**src/rtl/exc_collector_pkg.sv**
```systemverilog
// Shared exception-code definitions for the collector and CP0.
// Both ends import this package so the code values always agree.
package exc_collector_pkg;

  localparam int EXC_CODE_W = 5;

  typedef logic [EXC_CODE_W-1:0] exc_code_t;

  localparam exc_code_t EXC_INT  = 5'h00;
  localparam exc_code_t EXC_ADEL = 5'h04;
  localparam exc_code_t EXC_SYS  = 5'h08;
  localparam exc_code_t EXC_BP   = 5'h09;
  localparam exc_code_t EXC_RI   = 5'h0a;
  localparam exc_code_t EXC_OV   = 5'h0c;
  localparam exc_code_t EXC_NONE = 5'h10;
  localparam exc_code_t EXC_ERET = 5'h11;

  typedef struct packed {
    logic adel;
    logic ri;
    logic sys;
    logic bp;
    logic ov;
    logic eret;
  } exc_flags_t;

  function automatic logic is_exc(input exc_code_t code);
    return code != EXC_NONE;
  endfunction

endpackage

```
**src/rtl/exc_prio_enc.sv**
```systemverilog
// One pipeline way's exception flags reduced to a single code.
// Purely combinational; an invalid way always encodes NONE.
module exc_prio_enc
  import exc_collector_pkg::*;
(
  input  logic       valid_i,
  input  exc_flags_t flags_i,
  output exc_code_t  code_o
);

  always_comb begin
    code_o = EXC_NONE;
    if (valid_i) begin
      if (flags_i.adel)      code_o = EXC_ADEL;
      else if (flags_i.ri)   code_o = EXC_RI;
      else if (flags_i.sys)  code_o = EXC_SYS;
      else if (flags_i.bp)   code_o = EXC_BP;
      else if (flags_i.ov)   code_o = EXC_OV;
      else if (flags_i.eret) code_o = EXC_ERET;
    end
  end

endmodule

```
**src/rtl/exc_collector.sv**
```systemverilog
// Exception collector: encodes both EX ways, tracks delay slots across
// bundles and presents registered {code, pc, in_delay} to CP0.
module exc_collector
  import exc_collector_pkg::*;
#(
  parameter int PC_W   = 32,
  parameter int CODE_W = EXC_CODE_W
) (
  input  logic                clk,
  input  logic                rst_,
  input  logic [1:0]          ex_valid,
  input  logic [2*PC_W-1:0]   ex_pc,
  input  logic [1:0]          ex_adel,
  input  logic [1:0]          ex_ri,
  input  logic [1:0]          ex_sys,
  input  logic [1:0]          ex_bp,
  input  logic [1:0]          ex_ov,
  input  logic [1:0]          ex_eret,
  input  logic [1:0]          ex_branch,
  input  logic                ex_stall,
  input  logic                exc_flush_all,
  output logic [2*CODE_W-1:0] ex_cp0_exc_code_o,
  output logic [2*PC_W-1:0]   ex_cp0_exc_pc_o,
  output logic [1:0]          ex_cp0_in_delay_o
);

  localparam logic [2*CODE_W-1:0] CODE_RST = {2{CODE_W'(EXC_NONE)}};

  exc_flags_t [1:0] way_flags;
  exc_code_t  [1:0] way_code;

  for (genvar w = 0; w < 2; w++) begin : g_way
    assign way_flags[w] = '{adel: ex_adel[w], ri: ex_ri[w], sys: ex_sys[w],
                            bp: ex_bp[w], ov: ex_ov[w], eret: ex_eret[w]};

    exc_prio_enc u_enc (
      .valid_i (ex_valid[w]),
      .flags_i (way_flags[w]),
      .code_o  (way_code[w])
    );
  end

  logic [2*CODE_W-1:0] code_q, code_d, code_load;
  logic [2*PC_W-1:0]   pc_q, pc_d, pc_load;
  logic [1:0]          in_delay_q, in_delay_d, in_delay_load;
  logic                pend_ds_q, pend_ds_d, pend_ds_load;
  logic                way1_live;

  // The older instruction takes the exception; way1 is squashed behind it.
  always_comb begin
    way1_live = ex_valid[1] & ~is_exc(way_code[0]);

    code_load = {(way1_live ? CODE_W'(way_code[1]) : CODE_W'(EXC_NONE)),
                 CODE_W'(way_code[0])};

    pc_load = '0;
    if (ex_valid[0]) pc_load[PC_W-1:0]      = ex_pc[PC_W-1:0];
    if (way1_live)   pc_load[2*PC_W-1:PC_W] = ex_pc[2*PC_W-1:PC_W];

    in_delay_load[0] = ex_valid[0] & pend_ds_q;
    in_delay_load[1] = way1_live & (ex_valid[0] ? ex_branch[0] : pend_ds_q);
  end

  // Bubbles leave pend_ds alone so a delay slot survives empty bundles.
  always_comb begin
    pend_ds_load = pend_ds_q;
    if (way1_live)        pend_ds_load = ex_branch[1];
    else if (ex_valid[0]) pend_ds_load = ex_branch[0] & ~ex_valid[1];
  end

  always_comb begin
    code_d     = code_q;
    pc_d       = pc_q;
    in_delay_d = in_delay_q;
    pend_ds_d  = pend_ds_q;
    if (exc_flush_all) begin
      code_d     = CODE_RST;
      pc_d       = '0;
      in_delay_d = '0;
      pend_ds_d  = 1'b0;
    end else if (!ex_stall) begin
      code_d     = code_load;
      pc_d       = pc_load;
      in_delay_d = in_delay_load;
      pend_ds_d  = pend_ds_load;
    end
  end

  always_ff @(posedge clk or negedge rst_) begin
    if (!rst_) begin
      code_q     <= CODE_RST;
      pc_q       <= '0;
      in_delay_q <= '0;
      pend_ds_q  <= 1'b0;
    end else begin
      code_q     <= code_d;
      pc_q       <= pc_d;
      in_delay_q <= in_delay_d;
      pend_ds_q  <= pend_ds_d;
    end
  end

  assign ex_cp0_exc_code_o = code_q;
  assign ex_cp0_exc_pc_o   = pc_q;
  assign ex_cp0_in_delay_o = in_delay_q;

endmodule

```
**config.mk**
```make
export PLATFORM = sky130hd
export DESIGN_NAME = exc_collector
export DESIGN_NICKNAME = d
export VERILOG_FILES = /design/src/rtl/exc_collector_pkg.sv /design/src/rtl/exc_prio_enc.sv /design/src/rtl/exc_collector.sv
export SDC_FILE = /design/constraint.sdc
export NUM_CORES = 1
export LEC_CHECK = 0
export ABC_CLOCK_PERIOD_IN_PS = 1300
export BUFFER_PORTS_ARGS = -buffer_cell sky130_fd_sc_hd__buf_4
export CAP_MARGIN = 20
export CELL_PAD_IN_SITES_DETAIL_PLACEMENT = 0
export CELL_PAD_IN_SITES_GLOBAL_PLACEMENT = 1
export CORE_MARGIN = 2
export CORE_UTILIZATION = 34
export DETAILED_ROUTE_END_ITERATION = 16
export GPL_TIMING_DRIVEN = 0
export PLACE_DENSITY = 0.85
export SYNTH_ARGS = -nofsm -noshare
export SYNTH_HDL_FRONTEND = slang
export SYNTH_SLANG_ARGS = --single-unit
```
**constraint.sdc**
```tcl
create_clock -name clk -period 1.3 [get_ports clk]
set_input_delay 0 -clock clk [delete_from_list [all_inputs] [get_ports clk]]
set_output_delay 0 -clock clk [all_outputs]
set_load 0.05 [all_outputs]
```
==> impl_metrics.json <==
{
  "critPathRequiredTime_ns": 1.55,
  "largest_net_degree_at_the_start_of_global_routing": 78,
  "p_comb_share_pct": 19.2,
  "placement.io_buffers": 157,
  "cell_types_occupying_the_most_area_after_synthesis": "dfrtp_1 63%, a32o_1 12%, a22o_1 10%, clkbuf_1 1.8%, dfstp_2 1.8%",
  "max-cap-violations": 0,
  "power_switching_share_pct": 27.2,
  "postSynth.asyncResetShare_pct": 100,
  "period_share_pct": 98.9,
  "dpl.cell_count": 470,
  "final-instance-count-excl-fill": 564,
  "r2r_start": "pend_ds_q",
  "yosys_register_bits": 77,
  "endpoint_kind": "flip-flop",
  "top_level_ports": 160,
  "synth-edff-count": 0,
  "die_h_um": 97.4,
  "slew_headroom_pct": 36.3,
  "die_area_um2": 9490,
  "min_period_ns": 1.29,
  "initial_core_util_pct": 34.5,
  "fin_skew_ns": 0.00231,
  "synth.distinct_cells": 36,
  "final_net_count": 535,
  "area_growth_pct": 78.8,
  "power.density_nw_per_um2": 1050,
  "min-delay-path-class": "in2reg",
  "diodes": 0,
  "via_count": 2885,
  "post-layout-total-power_w": 0.00556,
  "detailed_place_hpwl_mm": 5.94,
  "avgRoutedWirePerCell_um": 17.0,
  "worst_setup_path_class": "in2reg",
  "synth_area_um2": 2970,
  "power.share.clock_pct": 35.6,
  "final_layout_size_suffix_gt1_share_pct": 42.1,
  "drt_drc_violations_left": 0,
  "report.final.hold_viol_count": 0,
  "maxSlewViolCount": 0,
  "report.final.setup_viol": 0,
  "netSwitchingPower_w": 0.00151,
  "tritoncts": "done",
  "worst_skew_pair.late_latency_ns": 0.35,
  "yosysTopAreaCellShare_pct": 63.2,
  "crit_fanout": 4,
  "worst_setup_hold_path_clk_slew_ns": 0.08,
  "critical-path-max-stage-delay_ns": 0.56,
  "grt_pass1_vias": 3080,
  "ys.warnings.count": 0,
  "detailedRoute.firstIterationViolations": 121,
  "clockRootBuffer": "clkbuf_8",
  "critical_path.slowest_cell": "or4_1",
  "series_of_cell_instances_along_the_critical_path": "dlygate4sd3_1, buf_4, or4_1, a32o_1",
  "core_um2": 8590,
  "totalWireLength_mm": 9.59,
  "overflow": 0,
  "ys.flop_type": "dfrtp_1",
  "die-width_um": 97.4,
  "worstHoldStart": "ex_ov[1]",
  "detailed_route_vias_per_instance": 5.12,
  "tightest_slew_ns": 0.955,
  "largest_voltage_drop_on_the_vdd_net_mv": 0.483,
  "postRouteAntennaNets": 0,
  "placementRows": 34,
  "postLayoutCoreUtil_pct": 61.7,
  "mappedNetlistNets": 289,
  "antenna_found_initial": 0,
  "worstPathArrival_ns": 1.53,
  "seq_power_share_pct": 45.2,
  "cts_inserted_buffers": 9,
  "synth_seq_area_share_pct": 65.0,
  "synth.avg_cell_area_um2": 14.5,
  "status": "finished clean",
  "grt_pass1_wl_mm": 15.3,
  "crit_path_start_kind": "primary input",
  "leakage_power_total_nw": 2.60,
  "detail_route.first_pass.iterations": 4,
  "register_area_um2": 1930,
  "power.internal_w": 0.00405,
  "hold_ws_ns": 0.0282,
  "multi_input_area_um2": 965,
  "final.fill_count": 681,
  "place_congestion": 0.749,
  "cts_max_level": 3,
  "yosys.area.top_type": "dfrtp_1",
  "number_of_clock_sinks": 77,
  "synth_cells": 205,
  "grt_util_all_layers_pct": 20.2,
  "maxClockFrequency_ghz": 0.778,
  "buffers_from_clock_root_to_sink_at_most": 2,
  "critical_path.startpoint": "ex_ri[1]"
}
## registers in the layout, indices dropped and copies added (netlist names)
| signal | cells |
|---|---|
| ex_cp0_exc_pc_o | 64 |
| ex_cp0_exc_code_o | 10 |
| ex_cp0_in_delay_o | 2 |
| pend_ds_q | 1 |
## area by class of cell
type | count | share of cell area [%]
well taps | 108 | 2.55
clock buffers | 10 | 2.41
plain buffers | 18 | 1.75
inverters | 1 | 0.0708
flip-flops and latches | 77 | 36.4
repair buffers | 235 | 37.0
clock inverters | 6 | 1.65
multi-input cells | 109 | 18.2
## cell families (layout without fill, tap and decap cells)
group,after synthesis,count (layout),share of synthesized area (%)
compound gates,86,86,26.4
buf+inv,19,270,3.20
flops,77,77,65.0
mux,1,1,0.379
simple gates,22,22,5.02
## critical path: cells and delay by family
family	cells	cell delay (ns)
buffers and inverters	2	0.70
AND/OR/NAND/NOR	1	0.56
AO/OA/AOI/OAI	1	0.27
## per-layer routing
| layer | wire length [µm] | vias up | GRT usage, % | share of wire, % |
|---|---|---|---|---|
| li1 | - | 1321 | - | - |
| met1 | 3980 | 1434 | 25.2 | 42 |
| met2 | 4830 | 114 | 33.7 | 50 |
| met3 | 630 | 16 | 6.04 | 6.6 |
| met4 | 146 | 0 | 6.52 | 1.5 |
| met5 | 0 | - | 0 | 0 |
## synth_stat cells, types with 2 or more instances
cell type  number
nand2_1         3
o21ai_0         3
a22o_1         34
a32o_1         35
nor4b_1         2
nor2_1          4
buf_6           3
clkbuf_1       14
nor2b_1         2
nor3b_2         2
dfstp_2         2
dfrtp_1        75
a21oi_1         2
o2bb2ai_1       2
## metrics by stage
stage | TNS [ns] | area (µm²) | setup WS, ns
after floorplan | 0 | 2970 | 0.0121
after global placement | -22.83 | 4280 | -0.408
after detailed placement | -24.69 | 4280 | -0.421
after CTS | -0.130 | 5280 | -0.0623
after global routing | -0.00349 | 5310 | -0.00313
final | 0 | 5310 | 0.0141
## cell usage in the layout, fill, tap and decap left out, types with 2 or more instances in the layout
cell / count
dfstp_2: 2
nor3b_4: 2
buf_6: 3
a32o_1: 35
a22o_1: 34
o2bb2ai_1: 2
nand2_1: 3
o21ai_0: 2
clkbuf_1: 14
dlygate4sd3_1: 75
nor2b_1: 2
bufinv_16: 2
clkinv_4: 2
nor2_1: 3
clkinv_2: 2
dfrtp_1: 75
clkbuf_8: 9
buf_4: 159
a21oi_1: 2
## timing repair
| item | in CTS | in global routing |
|---|---|---|
| hold buffers | 75 | 0 |
| gates resized for setup | 0 | 7 |
| pin swaps | 0 | 1 |
| endpoints found under the hold margin | 149 | 0 |
| endpoints found under the setup margin | 26 | 72 |
| buffers inserted | 3 | 0 |
| gates cloned | 0 | 0 |
## power groups by stage
stage / clock [W] / sequential, W / combinational [W]
6_report: 0.00198 / 0.00251 / 0.00107
4_1_cts: 0.00201 / 0.00251 / 0.00106
3_3_place_gp: 0 / 0.00255 / 0.000851
2_1_floorplan: 0 / 0.00281 / 0.000179
5_1_grt: 0.00214 / 0.00252 / 0.00113
3_5_place_dp: 0 / 0.00256 / 0.000861
## path summary, 6_finish.rpt
path                       slack, ns  depth (start not counted)                    to
max in group asynchronous       0.35                          2   ex_cp0_exc_pc_o[39]
max reg2reg                     0.23                          2  ex_cp0_in_delay_o[1]
min in group asynchronous       0.35                          2   ex_cp0_exc_pc_o[28]
min reg2reg                     0.50                          1   ex_cp0_exc_pc_o[50]
max                             0.01                          4  ex_cp0_exc_code_o[8]
min                             0.03                          4  ex_cp0_exc_code_o[5]
(Power assumes the default switching activity.)
